--- src/rtl/gcd_pkg.sv ---
// gcd_pkg: shared encodings for the multimode GCD unit.
//   state_t  : controller states (IDLE -> CALC -> DONE -> IDLE)
//   MODE_SUB : subtractive Euclid step selection
//   MODE_BIN : binary (Stein) step selection
package gcd_pkg;

    typedef enum logic [1:0] {
        ST_IDLE = 2'd0,
        ST_CALC = 2'd1,
        ST_DONE = 2'd2
    } state_t;

    localparam logic MODE_SUB = 1'b0;
    localparam logic MODE_BIN = 1'b1;

endpackage

--- src/rtl/gcd_step_datapath.sv ---
// gcd_step_datapath: one combinational GCD iteration.
//   i_a, i_b   current operands
//   i_k        common power-of-two count (binary mode only)
//   i_mode     MODE_SUB or MODE_BIN
//   o_a, o_b   operands after this step
//   o_k        power-of-two count after this step
//   o_finish   termination reached (an operand is 0 or both are equal)
//   o_result   (A|B)<<k, meaningful when o_finish is set
module gcd_step_datapath
    import gcd_pkg::*;
#(
    parameter int WIDTH = 16,
    parameter int KW    = $clog2(WIDTH) + 1
) (
    input  logic [WIDTH-1:0] i_a,
    input  logic [WIDTH-1:0] i_b,
    input  logic [KW-1:0]    i_k,
    input  logic             i_mode,
    output logic [WIDTH-1:0] o_a,
    output logic [WIDTH-1:0] o_b,
    output logic [KW-1:0]    o_k,
    output logic             o_finish,
    output logic [WIDTH-1:0] o_result
);

    logic             w_a_gt_b;
    logic [WIDTH-1:0] w_a_minus_b;
    logic [WIDTH-1:0] w_b_minus_a;

    assign w_a_gt_b    = (i_a > i_b);
    // Only the difference with the larger operand as minuend is ever selected.
    assign w_a_minus_b = i_a - i_b;
    assign w_b_minus_a = i_b - i_a;

    // When one operand is 0 the OR is the other one; when equal it is either.
    assign o_finish = (i_a == '0) || (i_b == '0) || (i_a == i_b);
    assign o_result = (i_a | i_b) << i_k;

    always_comb begin
        o_a = i_a;
        o_b = i_b;
        o_k = i_k;
        if (i_mode == MODE_SUB) begin
            if (w_a_gt_b) o_a = w_a_minus_b;
            else          o_b = w_b_minus_a;
        end else begin
            unique case ({i_a[0], i_b[0]})
                2'b00: begin
                    o_a = i_a >> 1;
                    o_b = i_b >> 1;
                    o_k = i_k + 1'b1;
                end
                2'b01: o_a = i_a >> 1;
                2'b10: o_b = i_b >> 1;
                default: begin
                    // Difference of two odd numbers is even, so halve it in the same step.
                    if (w_a_gt_b) o_a = w_a_minus_b >> 1;
                    else          o_b = w_b_minus_a >> 1;
                end
            endcase
        end
    end

endmodule

--- src/rtl/gcd_multimode_unit.sv ---
// gcd_multimode_unit: GCD engine with per-operation choice of subtractive
// Euclid (mode 0) or binary Stein (mode 1).
//   clk, rst              clock, async active-low reset
//   start/in_ready        command handshake, a_in/b_in/mode sampled on accept
//   abort                 cancel the current operation (CALC or DONE)
//   busy                  high while iterating
//   gcd_out/zero_err/cycles result fields, valid with out_valid
//   out_valid/out_ready   result handshake
module gcd_multimode_unit
    import gcd_pkg::*;
#(
    parameter int WIDTH = 16,
    parameter int CNT_W = 16,
    parameter int KW    = $clog2(WIDTH) + 1
) (
    input  logic             clk,
    input  logic             rst,
    input  logic             start,
    output logic             in_ready,
    input  logic [WIDTH-1:0] a_in,
    input  logic [WIDTH-1:0] b_in,
    input  logic             mode,
    input  logic             abort,
    output logic             busy,
    output logic [WIDTH-1:0] gcd_out,
    output logic             zero_err,
    output logic [CNT_W-1:0] cycles,
    output logic             out_valid,
    input  logic             out_ready
);

    state_t           r_state;
    state_t           w_state_nxt;
    logic [WIDTH-1:0] r_a;
    logic [WIDTH-1:0] r_b;
    logic [KW-1:0]    r_k;
    logic             r_mode;
    logic [WIDTH-1:0] r_gcd;
    logic             r_zero_err;
    logic [CNT_W-1:0] r_cnt;

    logic [WIDTH-1:0] w_a_nxt;
    logic [WIDTH-1:0] w_b_nxt;
    logic [KW-1:0]    w_k_nxt;
    logic             w_finish;
    logic [WIDTH-1:0] w_result;
    logic             w_accept;
    logic             w_step;

    gcd_step_datapath #(
        .WIDTH (WIDTH),
        .KW    (KW)
    ) u_step (
        .i_a      (r_a),
        .i_b      (r_b),
        .i_k      (r_k),
        .i_mode   (r_mode),
        .o_a      (w_a_nxt),
        .o_b      (w_b_nxt),
        .o_k      (w_k_nxt),
        .o_finish (w_finish),
        .o_result (w_result)
    );

    assign in_ready  = (r_state == ST_IDLE);
    assign busy      = (r_state == ST_CALC);
    assign out_valid = (r_state == ST_DONE);
    assign gcd_out   = r_gcd;
    assign zero_err  = r_zero_err;
    assign cycles    = r_cnt;

    assign w_accept = in_ready && start;
    // An aborted CALC cycle leaves the datapath untouched; it is restarted on next accept.
    assign w_step   = busy && !abort;

    always_ff @(posedge clk or negedge rst) begin
        if (!rst) r_state <= ST_IDLE;
        else      r_state <= w_state_nxt;
    end

    always_comb begin
        w_state_nxt = r_state;
        unique case (r_state)
            ST_IDLE: if (start) w_state_nxt = ST_CALC;
            ST_CALC: begin
                if (abort)         w_state_nxt = ST_IDLE;
                else if (w_finish) w_state_nxt = ST_DONE;
            end
            ST_DONE: begin
                // abort wins over a simultaneous result handshake
                if (abort || out_ready) w_state_nxt = ST_IDLE;
            end
            default: w_state_nxt = ST_IDLE;
        endcase
    end

    always_ff @(posedge clk or negedge rst) begin
        if (!rst) begin
            r_a        <= '0;
            r_b        <= '0;
            r_k        <= '0;
            r_mode     <= MODE_SUB;
            r_gcd      <= '0;
            r_zero_err <= 1'b0;
            r_cnt      <= '0;
        end else if (w_accept) begin
            r_a        <= a_in;
            r_b        <= b_in;
            r_k        <= '0;
            r_mode     <= mode;
            r_zero_err <= (a_in == '0) && (b_in == '0);
            r_cnt      <= '0;
        end else if (w_step) begin
            if (r_cnt != '1) r_cnt <= r_cnt + 1'b1;
            if (w_finish) begin
                r_gcd <= w_result;
            end else begin
                r_a <= w_a_nxt;
                r_b <= w_b_nxt;
                r_k <= w_k_nxt;
            end
        end
    end

endmodule
--- config.mk ---
export PLATFORM = sky130hd
export DESIGN_NAME = gcd_multimode_unit
export DESIGN_NICKNAME = d
export VERILOG_FILES = /design/src/rtl/gcd_pkg.sv /design/src/rtl/gcd_step_datapath.sv /design/src/rtl/gcd_multimode_unit.sv
export SDC_FILE = /design/constraint.sdc
export NUM_CORES = 1
export LEC_CHECK = 0
export BUFFER_PORTS_ARGS = -buffer_cell sky130_fd_sc_hd__buf_4
export CAP_MARGIN = 5
export CELL_PAD_IN_SITES_DETAIL_PLACEMENT = 1
export CELL_PAD_IN_SITES_GLOBAL_PLACEMENT = 1
export CORE_MARGIN = 5
export CORE_UTILIZATION = 36
export CTS_BUF_LIST = sky130_fd_sc_hd__clkbuf_8
export CTS_CLUSTER_DIAMETER = 80
export DETAILED_ROUTE_END_ITERATION = 16
export HOLD_SLACK_MARGIN = 0.03
export PLACE_DENSITY_LB_ADDON = 0.2
export SLEW_MARGIN = 20
export SYNTH_ARGS = -nofsm -noshare
export SYNTH_HDL_FRONTEND = slang
export SYNTH_SLANG_ARGS = --single-unit
--- constraint.sdc ---
create_clock -name clk -period 5.1 [get_ports clk]
set_input_delay 0.255 -clock clk [delete_from_list [all_inputs] [get_ports clk]]
set_output_delay 0.255 -clock clk [all_outputs]
set_load 0.02 [all_outputs]
Yosys cells after proc, flatten, opt, wreduce, memory -nomap -nowiden
Cells that the tools add are included.
{"block": "totals", "register_bits": 73, "in_bits": 38, "output_inout_bits": 36, "wordCells": 84}
{"block": "classes", "add_sub_neg": 4, "magnitude_cmp": 1, "n_eq_ne": 14, "shift": 1, "n_mux": 27, "bitwise": 2, "n_reduce_logical": 27}
{"op": "16-bit 2-to-1 mux", "n": 15}
{"op": "16-bit zero test", "n": 4}
{"op": "16-bit one-hot mux with 2 select lines", "n": 2}
{"op": "16-bit subtractor", "n": 2}
{"op": "5-bit 2-to-1 mux", "n": 5}
{"op": "16-bit by 1-bit adder with 16-bit output, second input constant", "n": 1}
{"op": "16-bit == test", "n": 1}
{"op": "16-bit greater-than comparator", "n": 1}
{"op": "16-bit inequality test, second input constant", "n": 1}
{"op": "16-bit OR", "n": 1}
{"op": "16-bit by 5-bit << shifter with 16-bit output", "n": 1}
{"op": "5-bit AND reduction", "n": 2}
{"op": "3-bit inequality test, second input constant", "n": 3}
{"op": "2-bit 2-to-1 mux", "n": 4}
{"op": "2-bit nonzero test", "n": 4}
{"op": "2-bit one-hot mux with 3 select lines", "n": 1}
{"op": "3-bit AND reduction", "n": 2}
{"op": "5-bit by 1-bit adder with 5-bit output, second input constant", "n": 1}
{"op": "2-bit by 1-bit == test with 1-bit output, second input constant", "n": 2}
{"op": "2-bit == test, second input constant", "n": 2}
{"op": "2-bit zero test", "n": 2}
{"op": "2-bit inequality test, second input constant", "n": 2}
{"op": "4-bit inequality test, second input constant", "n": 1}
{"op": "4-bit AND reduction", "n": 1}
{"op": "other kinds (10)", "n": 15}

Longest topological paths before layout
{"block": "depth", "ltp_word": 7, "mapped_depth": 12, "mapped_depth_nobuf": 11}

Modules after synthesis
From an unflattened synthesis, not the netlist that was laid out.
{"block": "unflattened", "hier_cells": 978, "area_unflattened_um2": 7587.3}
{"module": "gcd_step_datapath", "n_inst": 1, "cells_per_inst": 618, "area_per_inst_um2": 4226.6, "seq_area_each_um2": 0.0}
{"module": "gcd_multimode_unit", "n_inst": 1, "cells_per_inst": 360, "area_per_inst_um2": 3360.7, "seq_area_each_um2": 1826.8}

Worst setup path after synthesis
OpenSTA, ideal clock, no wires.
{"block": "synth_path", "path_type": "flip-flop to flip-flop", "startpoint": "reg r_a[0]", "endpoint": "reg r_a[5]", "setup_time_ns": 0.119, "arrival_ns": 2.692, "required_time_ns": 4.981, "slack_ns": 2.289, "path_stages_with_launch": 13, "n_path_buf": 1, "synth_period_minus_slack_ns": 2.811, "cell_sequence": "dfrtp_1 -> inv_1 -> ha_1 -> fa_1 -> nor2_1 -> o311ai_1 -> a31oi_2 -> a2111oi_1 -> or3_4 -> a221oi_4 -> buf_6 -> o211ai_1 -> o21a_1"}
{"block": "synth_via", "elab_chain_cells": 7, "elab_cells_between_ends": 22, "classes_between": "add/sub: 1; order compare: 1; eq/ne: 5; mux: 7; reduce/logical: 8"}
{"element": "start: declaration", "line_no": "gcd_multimode_unit.sv:34", "text": "logic [WIDTH-1:0] r_a;"}
{"element": "start signal: assignment", "line_no": "gcd_multimode_unit.sv:107", "text": "r_a <= a_in;"}
{"element": "start signal: assignment", "line_no": "gcd_multimode_unit.sv:118", "text": "r_a <= w_a_nxt;"}
{"element": "16-bit subtractor, or another cell as far along", "line_no": "gcd_step_datapath.sv:32", "text": "assign w_a_minus_b = i_a - i_b;"}
{"element": "16-bit 2-to-1 mux or 2-bit OR reduction (tied branches)"}
{"element": "16-bit one-hot mux with 2 select lines", "line_no": "gcd_step_datapath.sv:47", "text": "unique case ({i_a[0], i_b[0]})"}
{"element": "16-bit 2-to-1 mux", "line_no": "gcd_step_datapath.sv:43", "text": "if (i_mode == MODE_SUB) begin"}
{"element": "16-bit 2-to-1 mux", "line_no": "gcd_multimode_unit.sv:115", "text": "if (w_finish) begin"}
{"element": "16-bit 2-to-1 mux", "line_no": "gcd_multimode_unit.sv:113", "text": "end else if (w_step) begin"}
{"element": "16-bit 2-to-1 mux", "line_no": "gcd_multimode_unit.sv:106", "text": "end else if (w_accept) begin"}
Several ways; a longest one is shown, not always the timed one. The select of a mux whose other input is x is not followed.
A chain may end at the register's enable or synchronous reset.

Worst setup path after layout
{"block": "layout_path", "startpoint": "reg r_a[12]", "endpoint": "reg r_b[2]"}
{"block": "layout_via", "elab_chain_cells": 5, "elab_cells_between_ends": 9, "classes_between": "order compare: 1; eq/ne: 4; reduce/logical: 4"}
{"element": "branches (longest 4 deep; another with 16-bit greater-than comparator)"}
{"element": "5-bit AND reduction (no source line) *"}
{"element": "end signal: assignment", "line_no": "gcd_multimode_unit.sv:108", "text": "r_b <= b_in;"}
{"element": "end signal: assignment", "line_no": "gcd_multimode_unit.sv:119", "text": "r_b <= w_b_nxt;"}
{"element": "end: declaration", "line_no": "gcd_multimode_unit.sv:35", "text": "logic [WIDTH-1:0] r_b;"}
Every way passes the cells marked *.

==> metrics <==
run status=finished clean; CP Class=reg2reg; Clock Skew=around 17 ps; Vias/cell=6.03; die height=around 150 microns; Filler cells=2162; top-area cell type share of the netlist area=about 27%; GRT Total Usage=between 20% and 30%; Core Region=18100 sq um; final WL=around 26000 microns; iteration count of the initial detailed-routing pass=5; Final Max Tran Viols=0; crit path DAT=around 4200 ps; H-tree levels=3; CTS tree=done; final non-filler cell area=around 7500 sq um; Die ar.=21300 sq um; largest net degree at the start of global routing=between 70 and 80; commonest cells in the netlist=nand2_1 (84), dfrtp_1 (73), nor2_1 (68); Worst-Margin Slew=around 930 ps; fmax=0.254 GHz; Layout area overhead=12.9%; FF+latch area=roughly 1800 sq um; Detail Placement HPWL=~20000 microns; Antenna diodes=0; sequential share of the synthesized area=between 20% and 30%; RSZ-0062 raised after global routing=false; area of the multi-input gates=around 4400 sq um; row cnt=49; peak supply drop=approximately 0.27 mV; Power, Total=approximately 5.8 mW; drt initial violations=417; starting density of the core=a little under two fifths; CTS root buf=clkbuf_8; #FFs+latches synth=between 70 and 80; Slew Limit Headroom=between 30% and 40%; Congestion Overflow GR=0; Yosys top cell by area=dfrtp_1; cells after synthesis=about 810; later-pin clock latency in the skew report=between 300 and 400 ps; Area contributors post-synth=dfrtp_1 (27%), ha_1 (9.2%), a21oi_1 (5.0%), nand2_1 (4.7%), o21ai_0 (4.2%); Yosys cell types=73; Max-Cap Viols=0; Tmin final=between 3000 and 4000 ps; Placed Area=7280 sq um; YS warnings=0; Clock Power Share=around 9%; Post-Syn Area=6640 sq um; Final nets=about 940; global-route wire length before repair=between 30000 and 40000 microns; fin crit share=between 70% and 80%; CTS max path bufs=2; Inst Count DP=between 1000 and 1500; Leak=approximately 3.3 nW; Routed Antenna Nets=0; layout cells sized above 1=between 15 and 20%; port bufs=73; via count=around 6600; sum of negative setup slack=0 ps; Sw Ratio=a little under three fifths; Post-Syn Area per Cell=roughly 8.2 sq um; Post-Synthesis Net Count=roughly 900; ys async rst share=between 90% and 100%; post-CTS setup buffers=0; drt drc=0; part of the power in registers=between 10% and 20%; ys flop type=dfrtp_1; HP Class=in2reg; Final Non-Filler Cells=between 1000 and 1500; most numerous cell in the Yosys netlist=nand2_1; Num Clock Sinks=73; cts repair resizes=0; CP required=about 5400 ps; crit path capture type=register; number of top-level pins=74; final setup vio count=0; GP Congestion=~0.94; initial antenna violation count=0; Gate power share=about 74%; vias in the first global route=between 6000 and 7000; NetSw=between 3 and 4 mW; Inserted Clock Buffers=9; CP startpoint kind=register; Hold Vio Cnt, Final=0; clock transition at the registers of the reported paths=approximately 100 ps; Die Wd=~150 microns; Worst Path Max Fanout=22; power per cell area=just under 800 nW/um^2; Internal=between 2 and 3 mW; Post-synth EDFFs=0; Routed wire per std cell=around 24 microns
[worst paths after layout]
path                                         startpoint  slack (ps)                      end  cells after the start
worst max-delay path                r_a[12]$_DFFE_PN0P_        1160       r_b[2]$_DFFE_PN0P_                     10
worst min-delay path                               mode          60       r_mode$_DFFE_PN0P_                      3
worst max register to register      r_a[12]$_DFFE_PN0P_        1160       r_b[2]$_DFFE_PN0P_                     10
worst min register to register  gcd_out[10]$_DFFE_PN0P_         490  gcd_out[10]$_DFFE_PN0P_                      2
max in group asynchronous                           rst        4120       r_b[5]$_DFFE_PN0P_                      2
min in group asynchronous                           rst         440  gcd_out[11]$_DFFE_PN0P_                      2
[timing repair]
action | CTS | global route
endpoints found under the hold margin | 0 | 73
hold buffers | 0 | 1
setup endpoints to repair | 0 | 0
[kinds of logic after synthesis]
logic type	count (synthesis)	synth area share, %
flip-flops	73	27.5
multiplexers	33	6.27
XOR/XNOR	38	5.01
adder cells (fa/ha/maj)	51	9.83
AND/OR/NAND/NOR	263	19.6
buffers and inverters	101	6.65
AO/OA/AOI/OAI	254	25.1
[through the flow]
| step | utilization, % | hold slack (ps) | setup WS [ps] |
|---|---|---|---|
| 2_1_floorplan | - | -40.6 | 2290 |
| 3_3_place_gp | 40.3 | 461 | 1110 |
| 3_5_place_dp | 40.3 | 467 | 1210 |
| 4_1_cts | 41.4 | 62.2 | 1180 |
| 5_1_grt | 41.5 | 75.9 | 965 |
| 6_report | 41.5 | 62.4 | 1160 |
[cell usage in the layout, fill, tap and decap left out, types with 4 or more instances in the layout]
master	synthesis	final
and4_1	6	6
o21ai_0	56	56
mux4_2	6	6
nor3_1	13	13
ha_1	49	49
nand4_1	7	7
a311oi_1	4	4
clkbuf_8	0	10
a31oi_1	10	10
nor4_1	20	20
o41ai_1	5	5
o31ai_1	13	13
nand2_1	84	84
inv_1	49	49
dfrtp_1	73	73
and2_1	7	6
o21bai_1	10	10
nand2b_1	6	6
mux2_2	9	9
xnor2_1	23	23
nand3_1	11	11
a221oi_1	4	4
nor2_1	68	68
a21oi_1	67	67
xor2_1	15	15
a211oi_1	17	17
o21a_1	7	7
buf_4	2	79
o211ai_1	19	19
mux2i_1	18	18
or3_1	9	9
nor2b_1	15	15
o21ai_1	4	4
[power by group through the flow]
stage / clock [mW] / combinational (mW) / sequential, mW
floorplan: 0 / 3.15 / 0.868
global placement: 0 / 4.23 / 0.975
detailed placement: 0 / 4.25 / 0.984
CTS: 0.524 / 4.28 / 0.973
global route: 0.545 / 4.70 / 0.993
finish: 0.515 / 4.33 / 0.977
[area by class of cell]
class,count,share of cell area [%]
Tap cell,229,3.82
Multi-Input combinational cell,639,58.4
Clock buffer,10,1.84
Timing Repair Buffer,81,8.19
Inverter,51,2.55
Clock inverter,6,0.884
Sequential cell,73,24.4
[worst max-delay path, stage by stage (launching register included)]
cell and delay, ps:
dfrtp_1 520, inv_1 140, ha_1 540, or4_1 740
nor4_4 370, nor4_1 140, a21boi_1 170, o22ai_2 520
buf_4 390, a21oi_1 100, a22oi_1 200
[sequential cells by signal (all words and copies together) (netlist names)]
name	flops
zero_err	1
r_state	2
gcd_out	16
r_k	5
cycles	16
r_a	16
r_b	16
r_mode	1
[metal layers]
| layer | share of wire [%] | vias up | routed length (microns) | track usage [%] |
|---|---|---|---|---|
| met5 | 0 | - | 0 | 0 |
| met4 | 3.3 | 0 | 852 | 8.45 |
| met1 | 44 | 3305 | 11200 | 31.0 |
| met3 | 5.9 | 53 | 1510 | 4.39 |
| li1 | - | 3020 | - | - |
| met2 | 47 | 191 | 12200 | 39.5 |
(Power assumes the default switching activity.)
